File: src/rtl/palette_update_ctrl_pkg.sv
// Shared types and helpers for the run-time palette controller.
package palette_update_ctrl_pkg;

  typedef enum logic [1:0] {
    MODE_640X480X1BPPX60HZ = 2'd0,
    MODE_640X480X2BPPX60HZ = 2'd1,
    MODE_640X480X3BPPX60HZ = 2'd2,
    MODE_640X480X4BPPX60HZ = 2'd3
  } video_mode_e;

  localparam int PALETTE_COLOR_BIT_SIZE = 12;

  typedef enum logic [1:0] {
    PAL_CTRL_IDLE  = 2'd0,
    PAL_CTRL_ARMED = 2'd1,
    PAL_CTRL_COPY  = 2'd2,
    PAL_CTRL_DONE  = 2'd3
  } pal_ctrl_state_e;

  // Bits per pixel for a video mode; the 4 bpp mode exists but is not
  // supported by the palette controller.
  function automatic int GET_BPP(input video_mode_e mode);
    case (mode)
      MODE_640X480X1BPPX60HZ: return 1;
      MODE_640X480X2BPPX60HZ: return 2;
      MODE_640X480X3BPPX60HZ: return 3;
      default:                return 4;
    endcase
  endfunction

endpackage

File: src/rtl/palette_update_ctrl_bank.sv
// Palette register file: async clear, one synchronous write port and one
// combinational read port. Used for both the shadow and the active palette.
module palette_update_ctrl_bank #(
  parameter int AW    = 3,
  parameter int W     = 12,
  parameter int DEPTH = 2 ** AW
) (
  input  logic          clk_i,
  input  logic          rst_ni,
  input  logic          wr_en,
  input  logic [AW-1:0] wr_addr,
  input  logic [W-1:0]  wr_data,
  input  logic [AW-1:0] rd_addr,
  output logic [W-1:0]  rd_data
);

  logic [W-1:0] mem [DEPTH];

  // Storage: cleared on reset, one entry written per enabled clock.
  always_ff @(posedge clk_i or negedge rst_ni) begin
    if (!rst_ni) begin
      for (int i = 0; i < DEPTH; i++) begin
        mem[i] <= '0;
      end
    end else if (wr_en) begin
      mem[wr_addr] <= wr_data;
    end
  end

  assign rd_data = mem[rd_addr];

endmodule

File: src/rtl/palette_update_ctrl.sv
// Run-time palette controller: host fills a shadow palette, a commit copies
// it into the active palette one entry per cycle starting at the next
// vblank rising edge so a visible frame never tears.
//
// state | meaning
// IDLE  | host writes accepted, waiting for commit
// ARMED | commit taken, waiting for a vblank rising edge
// COPY  | active[idx] <= shadow[idx], one entry per cycle
// DONE  | one-cycle completion pulse
module palette_update_ctrl
  import palette_update_ctrl_pkg::*;
#(
  parameter video_mode_e MODE    = MODE_640X480X3BPPX60HZ,
  parameter int          COLOR_W = PALETTE_COLOR_BIT_SIZE,
  localparam int         BPP     = GET_BPP(MODE),
  localparam int         N       = 2 ** BPP
) (
  input  logic               clk_i,
  input  logic               rst_ni,
  input  logic               vblank_i,
  input  logic               wr_valid_i,
  output logic               wr_ready_o,
  input  logic [BPP-1:0]     wr_index_i,
  input  logic [COLOR_W-1:0] wr_color_i,
  input  logic               commit_i,
  output logic               commit_pending_o,
  output logic               busy_o,
  output logic               done_o,
  input  logic [BPP-1:0]     color_select_i,
  output logic [COLOR_W-1:0] color_o
);

  // One spare bit so the index cannot wrap before the terminal compare.
  localparam int             IDX_W    = BPP + 1;
  localparam logic [BPP:0]   IDX_LAST = IDX_W'(N - 1);

  if (BPP < 1 || BPP > 3) begin : g_bpp_check
    $error("palette_update_ctrl: unsupported bits per pixel %0d (must be 1..3)", BPP);
  end

  pal_ctrl_state_e      state;
  logic [BPP:0]         copy_idx;
  logic                 vblank_q;
  logic                 vblank_rise;
  logic                 shadow_wr;
  logic                 active_wr;
  logic [COLOR_W-1:0]   shadow_rd;

  assign vblank_rise = vblank_i & ~vblank_q;
  assign shadow_wr   = wr_valid_i & wr_ready_o;
  assign active_wr   = (state == PAL_CTRL_COPY);

  palette_update_ctrl_bank #(
    .AW (BPP),
    .W  (COLOR_W)
  ) u_shadow (
    .clk_i   (clk_i),
    .rst_ni  (rst_ni),
    .wr_en   (shadow_wr),
    .wr_addr (wr_index_i),
    .wr_data (wr_color_i),
    .rd_addr (copy_idx[BPP-1:0]),
    .rd_data (shadow_rd)
  );

  palette_update_ctrl_bank #(
    .AW (BPP),
    .W  (COLOR_W)
  ) u_active (
    .clk_i   (clk_i),
    .rst_ni  (rst_ni),
    .wr_en   (active_wr),
    .wr_addr (copy_idx[BPP-1:0]),
    .wr_data (shadow_rd),
    .rd_addr (color_select_i),
    .rd_data (color_o)
  );

  // Commit sequencing with registered status outputs.
  always_ff @(posedge clk_i or negedge rst_ni) begin
    if (!rst_ni) begin
      state            <= PAL_CTRL_IDLE;
      copy_idx         <= '0;
      vblank_q         <= 1'b0;
      wr_ready_o       <= 1'b1;
      commit_pending_o <= 1'b0;
      busy_o           <= 1'b0;
      done_o           <= 1'b0;
    end else begin
      vblank_q <= vblank_i;
      done_o   <= 1'b0;
      case (state)
        PAL_CTRL_IDLE: begin
          if (commit_i) begin
            state            <= PAL_CTRL_ARMED;
            wr_ready_o       <= 1'b0;
            commit_pending_o <= 1'b1;
          end
        end
        PAL_CTRL_ARMED: begin
          if (vblank_rise) begin
            state    <= PAL_CTRL_COPY;
            copy_idx <= '0;
            busy_o   <= 1'b1;
          end
        end
        PAL_CTRL_COPY: begin
          copy_idx <= copy_idx + 1'b1;
          if (copy_idx == IDX_LAST) begin
            state            <= PAL_CTRL_DONE;
            busy_o           <= 1'b0;
            commit_pending_o <= 1'b0;
            done_o           <= 1'b1;
          end
        end
        PAL_CTRL_DONE: begin
          state      <= PAL_CTRL_IDLE;
          wr_ready_o <= 1'b1;
        end
        default: begin
          state            <= PAL_CTRL_IDLE;
          wr_ready_o       <= 1'b1;
          commit_pending_o <= 1'b0;
          busy_o           <= 1'b0;
        end
      endcase
    end
  end

endmodule
File: config.mk
export PLATFORM = sky130hd
export DESIGN_NAME = palette_update_ctrl
export DESIGN_NICKNAME = d
export VERILOG_FILES = /design/src/rtl/palette_update_ctrl_pkg.sv /design/src/rtl/palette_update_ctrl_bank.sv /design/src/rtl/palette_update_ctrl.sv
export SDC_FILE = /design/constraint.sdc
export NUM_CORES = 1
export LEC_CHECK = 0
export CORE_UTILIZATION = 60
export DETAILED_ROUTE_END_ITERATION = 10
export PLACE_DENSITY = 0.79
export SLEW_MARGIN = 0
export SYNTH_ARGS = -nofsm -noshare
export SYNTH_HDL_FRONTEND = slang
export SYNTH_SLANG_ARGS = --single-unit
export TNS_END_PERCENT = 5
File: constraint.sdc
create_clock -name clk_i -period 2.5 [get_ports clk_i]
set_input_delay 0.25 -clock clk_i [delete_from_list [all_inputs] [get_ports clk_i]]
set_output_delay 0.25 -clock clk_i [all_outputs]
set_load 0.01 [all_outputs]
[Word level (Yosys, flattened, before mapping)]
Index checks and enable logic that the tools add are counted.
Storage, ports and cells
  word-level logic and storage cells: 80
  bits of input ports: 23
  register bits: 203
Cells by class
  reduce and logical (&&, ||, !) cells: 11
  equality and inequality tests: 7
  bitwise gates (word level): 6
  muxes and demuxes: 27
  $lt $le $gt $ge: 5
  add/subtract/negate cells: 1
Operators with widths (count)
  96-bit bitwise mux: 2
  12-bit binary-select mux with 3-bit select: 2
  12-bit demux with 3-bit select: 2
  12-bit 2-to-1 mux: 6
  4-bit greater-or-equal comparator, second input constant: 3
  3-bit inverter with 4-bit output: 3
  3-bit AND reduction: 3
  4-bit by 1-bit less-than comparator with 1-bit output, second input constant: 2
  2-bit case mux with 4 select lines: 1
  4-bit case mux with 2 select lines: 1
  1-bit 2-to-1 mux: 6
  2-bit 2-to-1 mux: 3
  1-bit case mux with 2 select lines: 3
  2-bit nonzero test: 3
  4-bit by 1-bit adder with 4-bit output, second input constant: 1
  2-bit == test, second input constant: 2
  4-bit by 3-bit == test with 1-bit output, second input constant: 1
  4-bit 2-to-1 mux: 1
  2-bit != test, second input constant: 2
  2-bit AND reduction: 2
  1-bit AND: 2
  2-bit by 1-bit == test with 1-bit output, second input constant: 1
  1-bit logical AND: 2
  2-bit zero test: 1
  other kinds (2): 2

[Depth between registers and ports, before layout]
Gate-level depths: netlist of the first run.
  depth after elaboration: 6
  mapped depth: 7
  gate-level depth less buffers: 5

[Modules after synthesis]
From an unflattened synthesis of the first run, not the netlist that was laid out.
Unflattened totals
  cells, all modules: 557
  area, all modules: 9452.8 um^2
Modules (own cells, without submodules)
  palette_update_ctrl_bank: area each 4414.2 um^2, cells an instance 251, instances 2
  palette_update_ctrl: area each 624.3 um^2, cells an instance 55, instances 1

[Worst setup path before layout of the first run]
OpenSTA, ideal clock, no wires.
  kind: reg-to-reg
  from: register state[0]
  to: register u_active.mem[37] in the netlist's numbering
  stages on the path, launching flop included: 7
  clock period less this slack: 1817 ps
  path slack: 683 ps
  arrival time: 1689 ps
  buffers on the path: 1
  cells stage by stage: dfrtp_1 inv_1 ha_1 inv_2 nor4b_4 buf_4 mux2_1
On the way
  word-level cells in the longest chain between the ends: 1
RTL lines
  from (decl): RTL line palette_update_ctrl.sv:41  | pal_ctrl_state_e state;
  from (signal assigned): RTL line palette_update_ctrl.sv:82  | state <= PAL_CTRL_IDLE;
  from (signal assigned): RTL line palette_update_ctrl.sv:95  | state <= PAL_CTRL_ARMED;
  from (signal assigned): RTL line palette_update_ctrl.sv:102  | state <= PAL_CTRL_COPY;
  2-bit == test: RTL line palette_update_ctrl.sv:51  | assign active_wr = (state == PAL_CTRL_COPY);
  to (signal, indexed assignment): RTL line palette_update_ctrl_bank.sv:26  | mem[wr_addr] <= wr_data;
  to (decl): RTL line palette_update_ctrl_bank.sv:17  | logic [W-1:0] mem [DEPTH];
Every way passes these cells.
A chain may end at the register's enable or synchronous reset.

[Worst setup path in the final report of the first run]
  from: register u_active.mem[40] in the netlist's numbering
  to: output port color_o[4]
On the way
  word-level cells in the longest chain between the ends: 3
RTL lines
  12-bit binary-select mux with 3-bit select: RTL line palette_update_ctrl_bank.sv:30  | assign rd_data = mem[rd_addr];
  12-bit 2-to-1 mux (not written as such) (2 in series): RTL line palette_update_ctrl_bank.sv:30
  to (decl): RTL line palette_update_ctrl.sv:30  | output logic [COLOR_W-1:0] color_o
Every way passes these cells. The select of a mux whose other input is x is not followed.

==> run metrics, run 1 <==
status finished clean; Via-to-Cell Ratio 6.05; largest net degree at the start of global routing 77; type of the most critical hold path in -> async; NetSw 3.35 mW; grt total ovfl 0; FP Rows 43; deepest clock path buffer count 3; switch share 28.3%; top cells by area, synth dfrtp_1 (58%), mux2_2 (21%), mux4_2 (6.2%); Crit Reg-Reg Endpoint u_active.mem[34]; Setup CP Type reg -> out; Seq/Total Area, Yosys 58.7%; Synth area leader dfrtp_1; Post-Route Utilization 71.4%; Slew headroom 48.9%; Initial DRC Count 308; initial antenna violation count 0; P_leak 4.53 nW; post-synth top area share 58.4%; pre-CTS setup slack 0.164 ns; wire length per cell 22.7 µm; IO Count 39; Detailed Place HPWL 11400 µm; root buf cell clkbuf_16; Clock Power Share 25.4%; crit path launch u_active.mem[40]; slew at the pin with the worst max-slew slack 0.767 ns; PwrDens 1180 mW/mm²; Min Hold Slack 0.351 ns; Antenna Nets Post-Route 0; CP peak stage delay 0.49 ns; RSZ-0062 raised after global routing no; synthesized flop and latch total 203; Core ar. 0.0140 mm²; slowest CP cell clkdlybuf4s50_1; DP Cell Count 771; fmax 0.418 GHz; Max Cap Viol 0; area grow syn2layout 15.4%; Comb pwr share 27.1%; # clock sinks 203; clock latency on the worst-skew pair 0.48 ns; Setup violations, final 0; synthesized instance count 562; routed vias 4898; First-pass DRT Iterations 4; first-pass GRT wire length 29000 µm; Num CTS Buffers 21; syn_area_per_cell 15.4 µm²; DRC Markers 0; Reg power frac 47.5%; Placed Area 0.00931 mm²; final hold vios 0; ANT cells 0; design area 0.00999 mm²; crit share post-route 95.6%; Setup crit end color_o[4]; fin cells 809; Setup Fix Bufs, Post-CTS 0; synthesized cell area 0.00866 mm²; CP endpoint kind primary output; CTS-repair resized insts 0; Pwr Total 11.8 mW; Startpoint Class flip-flop; Clk pin slew, worst setup/hold paths 0.06 ns; # nets final 644; Synthesized Nets 591; crit-path cells mux4_2, mux2_2, clkdlybuf4s50_1; vias in the first global route 5219; die span in y 122 µm; port bufs 38; CP required 2.25 ns; fraction of layout cells with a size suffix above 1 39.6%; Reg2Reg Setup Slack 0.41 ns; Yosys cell types 44; DRT Wirelength 18400 µm; crit path max fanout 2; Initial Util 61.9%; Int Power 8.48 mW; setup TNS 0 ns; Overall Global Routing Usage 26.3%; die area 0.0149 mm²; CTS tree done; Die X 122 µm; R2R depth 5; arrival time worst endpoint 2.14 ns; GPL Wtd Cong 0.804; final worst slack 0.109 ns; clk_skew 0.00633 ns; Synthesis Warnings 0; Worst VDD drop 0.000492 V; launch point of the worst reg-to-reg path state[0]; Slew Limit Fails 0; H-Tree Depth 1; post-route minimum period 2.39 ns
## sequential cells by signal (all words and copies together) (netlist names)
register,count
u_shadow.mem,96
busy_o,1
u_active.mem,96
copy_idx,4
done_o,1
wr_ready_o,1
state,2
vblank_q,1
commit_pending_o,1
## metal layers
metal | part of all wire (%) | track usage, %
met1 | 45 | 36.8
met2 | 50 | 43.9
met3 | 3.8 | 3.51
met4 | 1.9 | 6.63
met5 | 0 | 0
## power by group through the flow
stage | Sequential, mW | Clock (mW) | Combinational, mW
floorplan | 5.29 | 0 | 2.44
global placement | 5.53 | 0 | 3.03
finish | 5.62 | 3.01 | 3.21
detailed placement | 5.65 | 0 | 3.18
CTS | 5.61 | 3.05 | 3.23
global route | 5.78 | 3.19 | 3.47
## cell type report
| cell class | instances | area (µm²) |
|---|---|---|
| flip-flops and latches | 203 | 5080 |
| clock buffers | 33 | 631 |
| well taps | 180 | 225 |
| multi-input cells | 323 | 3380 |
| repair buffers | 62 | 612 |
| fillers | 899 | 4000 |
| clock inverters | 4 | 45.0 |
| inverters | 4 | 15.0 |
## synth_stat cells, drive strengths merged
library cell,number
dfrtp,202
nor3b,1
mux2,181
inv,4
nor4b,1
or3,2
buf,27
nand4,1
ha,6
nor3,2
nand3,2
nand4b,3
and3,1
o22ai,1
nor4bb,1
dfstp,1
mux2i,13
a211oi,1
nand3b,2
o21ai,14
nor4,1
a211o,1
a221o,1
a2111oi,1
nand2,17
a221oi,1
nor2,20
a21o,1
a21oi,15
clkbuf,5
o22a,1
mux4,24
nand2b,3
a32o,1
a2bb2oi,1
nor2b,3
## how the worst min path moves through the flow
stage,to,from,depth (start not counted)
after CTS,vblank_q,vblank_i,1
after floorplan,busy_o,rst_ni,0
final,u_shadow.mem[14],rst_ni,2
after global routing,vblank_q,vblank_i,1
after global placement,u_shadow.mem[74],rst_ni,1
after detailed placement,u_shadow.mem[86],rst_ni,1
## worst max-delay path, delay by kind of cell (launching register included)
family | cells | cell delay [ns]
muxes | 2 | 0.78
buffers and inverters | 1 | 0.49
DFF | 1 | 0.40
## cell usage in the layout, fill, tap and decap left out, types with 7 or more instances in the layout
cell type / count
mux2i_1: 13
mux2_1: 22
mux4_2: 24
buf_4: 19
nor2_1: 20
a21oi_1: 15
o21ai_0: 14
clkbuf_16: 21
mux2_2: 159
dfrtp_1: 202
nand2_1: 17
clkdlybuf4s50_1: 36
clkbuf_8: 7
## kinds of logic (layout without fill, tap and decap cells)
group           Yosys count  count (layout)  synth area share (%)
mux                     218             218                  31.3
flops                   203             203                  58.7
simple gates             60              60                  4.00
compound gates           39              39                  2.73
buf+inv                  36             103                  2.40
fa+ha+maj                 6               6                 0.867
## repair_timing
item / in CTS / in global routing
endpoints found under the hold margin: 73 / 0
endpoints found under the setup margin: 0 / 0
hold buffers: 1 / 0
Note: power is estimated with default switching activity, not from simulation.
==> run 2: changes to the inputs <==
Clock period 2.5 ns to 2.44 ns, I/O delays scaled along.
==> run 2 against run 1 <==
Net effect: non-clock buffer count shrank 1; routed wire length down 1.8%; first-iteration DRC count grew 31%; power grew 1.2%; via count down 0.41%; largest cell class unchanged; worst hold slack got worse by 0.011 ns; utilization shrank 0.38 points.
==> run metrics, run 2 (synthesized netlist as in run 1, its figures left out) <==
routed vias 4878 (-0.41%); CP endpoint kind primary output; clk_skew 0.0157 ns (+0.00939 ns); P_leak 4.50 nW (-0.70%); Worst VDD drop 0.000633 V (+29%); status finished clean; vias in the first global route 5179 (-0.77%); area grow syn2layout 14.8%; slew at the pin with the worst max-slew slack 0.630 ns (-0.137 ns); H-Tree Depth 1 (unchanged); initial antenna violation count 0 (unchanged); Slew headroom 57.8% (+9.0 points); stages on the worst setup path 3 (unchanged); DRC Markers 0 (unchanged); Initial DRC Count 403 (+31%); CP required 2.20 ns (-0.05 ns); arrival time worst endpoint 2.14 ns (about the same); Largest delay share family, worst path multiplexers; Max Cap Viol 0 (unchanged); die span in y 122 µm (unchanged); Initial Util 61.9% (unchanged); PwrDens 1210 mW/mm² (+1.7%); Largest regs u_active.mem: 96 flops, u_shadow.mem: 96 flops, copy_idx: 4 flops; crit share post-route 97.5%; fmax 0.420 GHz; post-route minimum period 2.38 ns; Via-to-Cell Ratio 6.07 (+0.21%); crit path max fanout 2 (unchanged); Min Hold Slack 0.340 ns (-0.0106 ns); fraction of layout cells with a size suffix above 1 39.1% (-0.48 points); type of the most critical hold path in -> async; die area 0.0149 mm² (unchanged); grt total ovfl 0 (unchanged); Core ar. 0.0140 mm² (unchanged); IO Count 39 (unchanged); First-pass DRT Iterations 6 (+2); Setup CP Type reg -> out; Worst Path Buf+Inv 1 (unchanged); Post-Route Utilization 71.0% (-0.38 points); final hold vios 0 (unchanged); setup TNS 0 ns (unchanged); deepest clock path buffer count 3 (unchanged); crit-path cells mux4_2, mux2_2, clkdlybuf4s50_1; GPL Wtd Cong 0.779 (-3.1%); CP peak stage delay 0.49 ns (about the same); ANT cells 0 (unchanged); Antenna Nets Post-Route 0 (unchanged); Setup violations, final 0 (unchanged); Num CTS Buffers 21 (unchanged); slowest CP cell clkdlybuf4s50_1; # nets final 643 (-0.16%); root buf cell clkbuf_16; Die X 122 µm (unchanged); largest net degree at the start of global routing 84 (+9.1%); most common cell after layout, fill and taps aside dfrtp_1; wire length per cell 22.4 µm (-1.2%); Startpoint Class flip-flop; clock latency on the worst-skew pair 0.48 ns (about the same); CTS tree done; Clk pin slew, worst setup/hold paths 0.06 ns (about the same); Slew Limit Fails 0 (unchanged); port bufs 38 (unchanged); CTS-repair resized insts 0 (unchanged); FP Rows 43 (unchanged); Detailed Place HPWL 11400 µm (+0.18%); Overall Global Routing Usage 25.8% (-0.54 points); # clock sinks 203 (unchanged); RSZ-0062 raised after global routing no; Setup Fix Bufs, Post-CTS 0 (unchanged); R2R depth 5 (unchanged); commonest cells after routing, fill and taps aside dfrtp_1 (202), mux2_2 (159), clkdlybuf4s50_1 (36); first-pass GRT wire length 28700 µm (-1.1%); CTS Hold Bufs 1 (unchanged); DRT Wirelength 18000 µm (-1.8%)
run 2: final timing paths:
check / from / endpoint / slack [ns]
worst max-delay path: u_active.mem[35] / color_o[11] / 0.06
min in group clk_i: vblank_i / vblank_q / 0.34
worst max register to register: state[0] / u_active.mem[34] / 0.34
max in group asynchronous: rst_ni / u_shadow.mem[3] / 1.22
worst min register to register: u_active.mem[52] / u_active.mem[52] / 0.48
worst min-delay path: rst_ni / u_shadow.mem[38] / 0.34
run 2: report_power, final:
part / total (mW) / leakage [nW] / switching, mW / internal [mW]
Sequential: 5.73 / 2.56 / 0.860 / 4.87
Combinational: 3.30 / 1.63 / 1.35 / 1.95
Clock: 2.95 / 0.309 / 1.18 / 1.77
run 2: per-layer routing:
layer | global-route usage [%] | vias up | wire, µm
met5 | 0 | - | 0
met4 | 5.95 | 0 | 235
li1 | - | 2149 | -
met3 | 3.00 | 24 | 749
met1 | 36.8 | 2594 | 8050
met2 | 42.7 | 111 | 9000
run 2: through the flow:
step | cells | total power, mW | cell area (µm²) | setup WS [ns]
final | 804 | 12.0 | 9940 | 0.0606
after global routing | 804 | 12.6 | 9940 | 0.00454
after CTS | 804 | 12.0 | 9940 | 0.0594
after detailed placement | 770 | 9.06 | 9300 | 0.117
after global placement | 770 | 8.78 | 9300 | 0.141
after floorplan | 562 | 7.92 | 8660 | 0.623
run 2: layout make-up:
cell class	count	area (µm²)
Clock buffer	30	589
Sequential cell	203	5080
Tap cell	180	225
Fill cell	908	4050
Inverter	4	15.0
Multi-Input combinational cell	323	3380
Timing Repair Buffer	61	604
Clock inverter	3	40.0
==> run 3: changes to the inputs <==
Settings changed: CTS_CLUSTER_DIAMETER set to 200.
==> results of run 3 <==
Same layout as run 2: the final DEF is identical, and so are final timing and power.
